File: config.mk
export PLATFORM = sky130hd
export DESIGN_NAME = timer_loader_flat
export DESIGN_NICKNAME = d
export VERILOG_FILES = /design/src/rtl/microwave_pkg.sv /design/src/rtl/timer_loader_if.sv /design/src/rtl/bcd_down_digit.sv /design/src/rtl/timer_loader.sv /design/src/flat_wrapper.sv
export SDC_FILE = /design/constraint.sdc
export NUM_CORES = 1
export LEC_CHECK = 0
export BUFFER_PORTS_ARGS = -buffer_cell sky130_fd_sc_hd__buf_2
export CAP_MARGIN = 20
export CELL_PAD_IN_SITES_DETAIL_PLACEMENT = 1
export CELL_PAD_IN_SITES_GLOBAL_PLACEMENT = 1
export CORE_ASPECT_RATIO = 1.25
export CORE_MARGIN = 2
export CORE_UTILIZATION = 38
export DETAILED_ROUTE_END_ITERATION = 6
export PLACE_DENSITY = 0.78
export SYNTH_ARGS = -nofsm -noshare
export SYNTH_HDL_FRONTEND = slang
export SYNTH_SLANG_ARGS = --single-unit
File: constraint.sdc
create_clock -name Clk -period 2.5 [get_ports Clk]
set_clock_uncertainty 0.2 [all_clocks]
set_input_delay 0.5 -clock Clk [delete_from_list [all_inputs] [get_ports Clk]]
set_output_delay 0.5 -clock Clk [all_outputs]
set_load 0.1 [all_outputs]
File: src/rtl/microwave_pkg.sv
// Shared types and constants for the microwave timer datapath.
package microwave_pkg;

  typedef enum logic [1:0] {
    IDLE  = 2'd0,
    COUNT = 2'd1,
    PAUSE = 2'd2,
    DONE  = 2'd3
  } state_t;

  typedef logic [3:0] bcd_t;

  localparam bcd_t BCD_MAX      = 4'd9;
  localparam bcd_t SEC_TENS_MAX = 4'd5;

endpackage

File: src/rtl/timer_loader_if.sv
// Keypad-encoder side signals and the displayed time / status of the timer.
interface timer_loader_if;
  import microwave_pkg::*;

  bcd_t D;
  logic loadn;
  logic pgt_1Hz;
  logic Startn;
  logic Stopn;
  bcd_t Mins;
  bcd_t SecTens;
  bcd_t SecOnes;
  logic Enablen;
  logic MagOn;
  logic Zero;

  modport master (
    output D, loadn, pgt_1Hz, Startn, Stopn,
    input  Mins, SecTens, SecOnes, Enablen, MagOn, Zero
  );

  modport slave (
    input  D, loadn, pgt_1Hz, Startn, Stopn,
    output Mins, SecTens, SecOnes, Enablen, MagOn, Zero
  );

endinterface

File: src/rtl/bcd_down_digit.sv
// One BCD down-counting digit; wraps to a caller-chosen value and borrows at 0.
module bcd_down_digit
  import microwave_pkg::*;
(
  input  bcd_t digit,
  input  logic dec_en,
  input  bcd_t wrap_val,
  output bcd_t digit_nxt,
  output logic borrow
);

  always_comb begin
    digit_nxt = digit;
    borrow    = 1'b0;
    if (dec_en) begin
      if (digit == 4'd0) begin
        digit_nxt = wrap_val;
        borrow    = 1'b1;
      end else begin
        digit_nxt = digit - 4'd1;
      end
    end
  end

endmodule

File: src/rtl/timer_loader.sv
// Microwave cook timer: keypad shift-load of M:SS, 1 Hz BCD countdown, start/pause control.
module timer_loader
  import microwave_pkg::*;
(
  input  logic           Clk,
  input  logic           Clearn,
  timer_loader_if.slave  bus
);

  state_t state, state_nxt;
  logic   loadn_q, tick_q;
  bcd_t   mins, sec_tens, sec_ones;
  bcd_t   mins_dec, tens_dec, ones_dec;
  logic   ones_borrow, tens_borrow, mins_borrow;
  logic   key_ev, tick_ev, key_ok, dec_en, zero, dec_zero;
  logic   enablen, mag_on;

  // Edge detectors on the encoder's strobe and timebase
  assign key_ev  = !bus.loadn && loadn_q;
  assign tick_ev = bus.pgt_1Hz && !tick_q;

  assign key_ok = key_ev && (bus.D <= BCD_MAX) && ((state == IDLE) || (state == DONE));
  assign dec_en = (state == COUNT) && tick_ev && bus.Stopn;
  assign zero   = (mins == 4'd0) && (sec_tens == 4'd0) && (sec_ones == 4'd0);

  bcd_down_digit u_ones (
    .digit(sec_ones), .dec_en(dec_en), .wrap_val(BCD_MAX),
    .digit_nxt(ones_dec), .borrow(ones_borrow)
  );

  bcd_down_digit u_tens (
    .digit(sec_tens), .dec_en(ones_borrow), .wrap_val(SEC_TENS_MAX),
    .digit_nxt(tens_dec), .borrow(tens_borrow)
  );

  bcd_down_digit u_mins (
    .digit(mins), .dec_en(tens_borrow), .wrap_val(BCD_MAX),
    .digit_nxt(mins_dec), .borrow(mins_borrow)
  );

  assign dec_zero = (mins_dec == 4'd0) && (tens_dec == 4'd0) && (ones_dec == 4'd0);

  always_comb begin
    state_nxt = state;
    enablen   = 1'b0;
    mag_on    = 1'b0;
    case (state)
      IDLE: begin
        // Any key press this cycle blocks a simultaneous start
        if (!key_ev && !bus.Startn && !zero) state_nxt = COUNT;
      end
      COUNT: begin
        enablen = 1'b1;
        mag_on  = 1'b1;
        if (!bus.Stopn)             state_nxt = PAUSE;
        else if (dec_en && dec_zero) state_nxt = DONE;
      end
      PAUSE: begin
        enablen = 1'b1;
        if (!bus.Startn && bus.Stopn) state_nxt = COUNT;
      end
      DONE: begin
        if (key_ok) state_nxt = IDLE;
      end
      default: state_nxt = IDLE;
    endcase
  end

  always_ff @(posedge Clk) begin
    if (!Clearn) begin
      state    <= IDLE;
      loadn_q  <= 1'b1;
      tick_q   <= 1'b1;
      mins     <= 4'd0;
      sec_tens <= 4'd0;
      sec_ones <= 4'd0;
    end else begin
      state   <= state_nxt;
      loadn_q <= bus.loadn;
      tick_q  <= bus.pgt_1Hz;
      if (key_ok) begin
        // A fresh entry after DONE starts from 0:0D rather than shifting stale digits
        mins     <= (state == DONE) ? 4'd0 : sec_tens;
        sec_tens <= (state == DONE) ? 4'd0 : sec_ones;
        sec_ones <= bus.D;
      end else if (dec_en) begin
        mins     <= mins_dec;
        sec_tens <= tens_dec;
        sec_ones <= ones_dec;
      end
    end
  end

  assign bus.Mins    = mins;
  assign bus.SecTens = sec_tens;
  assign bus.SecOnes = sec_ones;
  assign bus.Zero    = zero;
  assign bus.Enablen = enablen;
  assign bus.MagOn   = mag_on;

endmodule

File: src/flat_wrapper.sv
// flat-port wrapper written by rule: the top's interface ports become plain ports
module timer_loader_flat import microwave_pkg::*;
  (Clk, Clearn, bus_D, bus_loadn, bus_pgt_1Hz, bus_Startn, bus_Stopn, bus_Mins, bus_SecTens, bus_SecOnes, bus_Enablen, bus_MagOn, bus_Zero);
  timer_loader_if bus_i ();
  input  logic Clk;
  input  logic Clearn;
  input wire logic [$bits(bus_i.D)-1:0] bus_D;
  input wire logic [$bits(bus_i.loadn)-1:0] bus_loadn;
  input wire logic [$bits(bus_i.pgt_1Hz)-1:0] bus_pgt_1Hz;
  input wire logic [$bits(bus_i.Startn)-1:0] bus_Startn;
  input wire logic [$bits(bus_i.Stopn)-1:0] bus_Stopn;
  output wire logic [$bits(bus_i.Mins)-1:0] bus_Mins;
  output wire logic [$bits(bus_i.SecTens)-1:0] bus_SecTens;
  output wire logic [$bits(bus_i.SecOnes)-1:0] bus_SecOnes;
  output wire logic [$bits(bus_i.Enablen)-1:0] bus_Enablen;
  output wire logic [$bits(bus_i.MagOn)-1:0] bus_MagOn;
  output wire logic [$bits(bus_i.Zero)-1:0] bus_Zero;
  assign bus_i.D = bus_D;
  assign bus_i.loadn = bus_loadn;
  assign bus_i.pgt_1Hz = bus_pgt_1Hz;
  assign bus_i.Startn = bus_Startn;
  assign bus_i.Stopn = bus_Stopn;
  assign bus_Mins = bus_i.Mins;
  assign bus_SecTens = bus_i.SecTens;
  assign bus_SecOnes = bus_i.SecOnes;
  assign bus_Enablen = bus_i.Enablen;
  assign bus_MagOn = bus_i.MagOn;
  assign bus_Zero = bus_i.Zero;
  timer_loader u_core (.Clk(Clk), .Clearn(Clearn), .bus(bus_i));
endmodule
==> impl_results.md <==
* Warning count from the yosys run at 0
* Max-Cap Viols at 0
* Critical Path Slowest Stage Cell: dfxtp_2
* IO Pins at 25
* Worst Path Buf+Inv at 2
* Post-Route WL at 2740 um
* Critical Path Sink Type: primary output
* Reg2reg setup slack at 0.16 ns
* Synthesis-to-layout area growth at 19.8%
* Initial Utilization at 39.7%
* Sw frac at 56.7%
* GRT Total Usage at 18.6%
* Later-pin clock latency in the skew report at 0.29 ns
* Core Area at 2650 um^2
* Router iterations before antenna repair at 4
* Mapped cell area at 1050 um^2
* Post-route clock period utilization at 96.1%
* Setup Viol. Count Final at 0
* Hold endpoint: u_core.loadn_q$_SDFF_PN1_
* Die width at 51.1 um
* Number of global-route vias before repair at 1021
* Critical path class: flip-flop to primary output
* Power per cell area at 1100 nW/um^2
* Clock Sinks at 16
* Dpl hpwl at 2090 um
* Drt wl/cell at 15.0 um
* Area after DPL at 1220 um^2
* DRT antenna net count at 0
* Main synth FF type: dfxtp_1
* Final RePlAce weighted congestion at 0.812
* Reg clk slew, reported paths at 0.10 ns
* Worst r2r src: u_core.state[1]$_SDFFE_PN0P_
* Synth Register Bits at 16
* Area contributors post-synth: dfxtp_1, ha_1, nor2b_1
* Via Count at 1047
* Largest net degree at the start of global routing at 19
* Inst Count DP at 179
* # nets final at 165
* Library cells used by synthesis at 44
* Critical path's top delay family: simple AND/OR/NAND/NOR gates
* Combinational share of power at 60.7%
* Total gr overflow at 0
* CP arrival at 1.70 ns
* Register area share after synthesis at 30.4%
* EDFF count, synth at 0
* Post-route minimum period at 2.40 ns
* Relative slew slack at 67.6%
* Htree depth at 1
* Hold Crit Depth at 2
* Worst endpoint required time at 1.80 ns
* Initial DRC count at 10
* Antenna fix cells at 0
* Sequential power share at 26.5%
* Final hold vios at 0
* Cts hold-fix bufs at 0
* Initial antenna violation count at 0
* Share of cells above drive strength 1 at 31.5%
* Largest fanout on the critical path at 5
* CTS tree: yes
* Leading cell type in the layout, fill and taps excluded: buf_2
* Die Y at 62.9 um
* Critical Path Source Type: flip-flop
* Final non-filler cell total at 183
* Post-Syn Area per Cell at 8.37 um^2
* Num rows at 21
* Slew @ Worst Pin at 0.490 ns
* Clock Power Share at 12.8%
* Reg2reg end: u_core.state[0]$_SDFFE_PN0P_
* DR vias/cell at 5.72
* Highest clock rate at 416 MHz
* Synth top area share at 30.4%
* Post-route cell area at 1260 um^2
* RSZ-0062 raised after global routing: false
* Final Slew Violations at 0
* Hold path start: bus_loadn
* Setup_tns at 0 ns
* Reg2Reg Depth at 7
* Internal power at 0.601 mW
* Lkg Pwr at 0.531 nW
* Peak supply drop at 0.000658 V
* Most frequent cells in the layout: buf_2, dfxtp_1, nand2_1
* Psw at 0.789 mW
* First-pass GRT wire length at 4520 um
* CP Cell Sequence: nor3_2 -> nand4_1 -> clkinvlp_4 -> buf_4
* Syn Nets at 141
* Die area at 3220 um^2
* Cell taking the most area after synthesis: dfxtp_1
* Mapped Cells at 126
* Max clock buf depth at 2
* CTS Buf Count at 3
* FFs w/ async S/R, synth at 0%
* Clk root buf: clkbuf_4
* Status: complete, no violations
* Slowest cell delay on critical path at 0.36 ns
* HP Class: primary input to flip-flop
* Port Buf Inserts at 24
* # DRC at 0
* Tot Pwr at 1.39 mW
## cell families (layout without fill, tap and decap cells)
kind of cell	Yosys count	after routing	synth area share, %
AO/OA/AOI/OAI	35	35	22.7
XOR/XNOR	5	5	4.15
adder cells (fa/ha/maj)	5	5	5.93
buffers and inverters	13	36	5.69
flip-flops	16	16	30.4
multiplexers	3	3	2.85
AND/OR/NAND/NOR	49	49	28.4
## sequential cells by signal, indices dropped and copies added, names as in the netlist
| name | count |
|---|---|
| u_core.state | 2 |
| u_core.loadn_q | 1 |
| u_core.bus.SecOnes | 4 |
| u_core.bus.Mins | 4 |
| u_core.bus.SecTens | 4 |
| u_core.tick_q | 1 |
## repair_timing
| item | CTS | global route |
|---|---|---|
| cloned | 0 | 0 |
| gates resized for setup | 1 | 2 |
| setup buffers | 0 | 0 |
| pin swaps | 0 | 0 |
| hold endpoints to repair | 0 | 0 |
| setup endpoints to repair | 1 | 8 |
## final cells by class
type	instances	area, um^2
clock buffer	4	36.3
fill	343	1390
inverter	6	26.3
multi-input combinational	97	692
sequential	16	329
tap	34	42.5
timing repair buffer	26	138
## power by group through the flow
stage / clock network, mW / registers, mW / logic [mW]
after global placement: 0 / 0.369 / 0.817
after global routing: 0.189 / 0.377 / 0.895
after CTS: 0.182 / 0.367 / 0.847
final: 0.178 / 0.368 / 0.843
after floorplan: 0 / 0.549 / 0.546
after detailed placement: 0 / 0.373 / 0.837
## metal layers
metal  GRT usage (%)  wire length, um  vias to the layer above
met1            19.9             1090                      516
met4            10.1               70                        0
met3            3.11               91                        8
met2            33.4             1480                       20
li1                -                -                      503
met5               0                0                        -
## how the worst max path moves through the flow
| stage | start | endpoint | slack [ns] | cells past startpoint |
|---|---|---|---|---|
| global route | u_core.bus.SecTens[0]$_SDFFE_PN0P_ | bus_Zero | 0.03 | 4 |
| global placement | u_core.state[0]$_SDFFE_PN0P_ | u_core.bus.SecTens[1]$_SDFFE_PN0P_ | 0.19 | 6 |
| detailed placement | u_core.state[0]$_SDFFE_PN0P_ | u_core.bus.Mins[1]$_SDFFE_PN0P_ | 0.09 | 6 |
| floorplan | u_core.bus.Mins[2]$_SDFFE_PN0P_ | bus_Zero | 0.005 | 3 |
| CTS | u_core.state[0]$_SDFFE_PN0P_ | u_core.bus.Mins[1]$_SDFFE_PN0P_ | 0.06 | 6 |
| finish | u_core.bus.SecTens[0]$_SDFFE_PN0P_ | bus_Zero | 0.1 | 4 |
## stage by stage
stage	worst slack (ns)	util [%]	hold WS (ns)
floorplan	0.00521	-	0.268
global placement	0.190	46.0	0.285
detailed placement	0.0903	46.0	0.296
CTS	0.0603	47.5	0.207
global route	0.0291	47.6	0.222
finish	0.0986	47.6	0.204
## cell usage after synthesis (2+ instances only)
master and number:
a31oi_1 2, o211a_1 2, nor4_1 3, nand2_1 8, nor2_1 5, a21oi_1 7
inv_1 6, or2_1 3, nor2b_1 7, mux2i_1 3, nand2b_1 2, nand3_1 3
or3b_1 3, o21ai_0 7, clkbuf_1 3, a21boi_1 2, o21ai_1 6, xnor2_1 5
dfxtp_1 16, buf_2 2, ha_1 5, nor3_1 4
## worst reg2reg max path: cells and delay by family, from the launching register on
kind / cells / cell delay (ns)
buffers and inverters: 1 / 0.16
flip-flops: 1 / 0.35
adder cells (fa/ha/maj): 1 / 0.31
AND/OR/NAND/NOR: 1 / 0.39
AO/OA/AOI/OAI: 4 / 0.89
No activity file was read; power rests on OpenSTA's default activity.
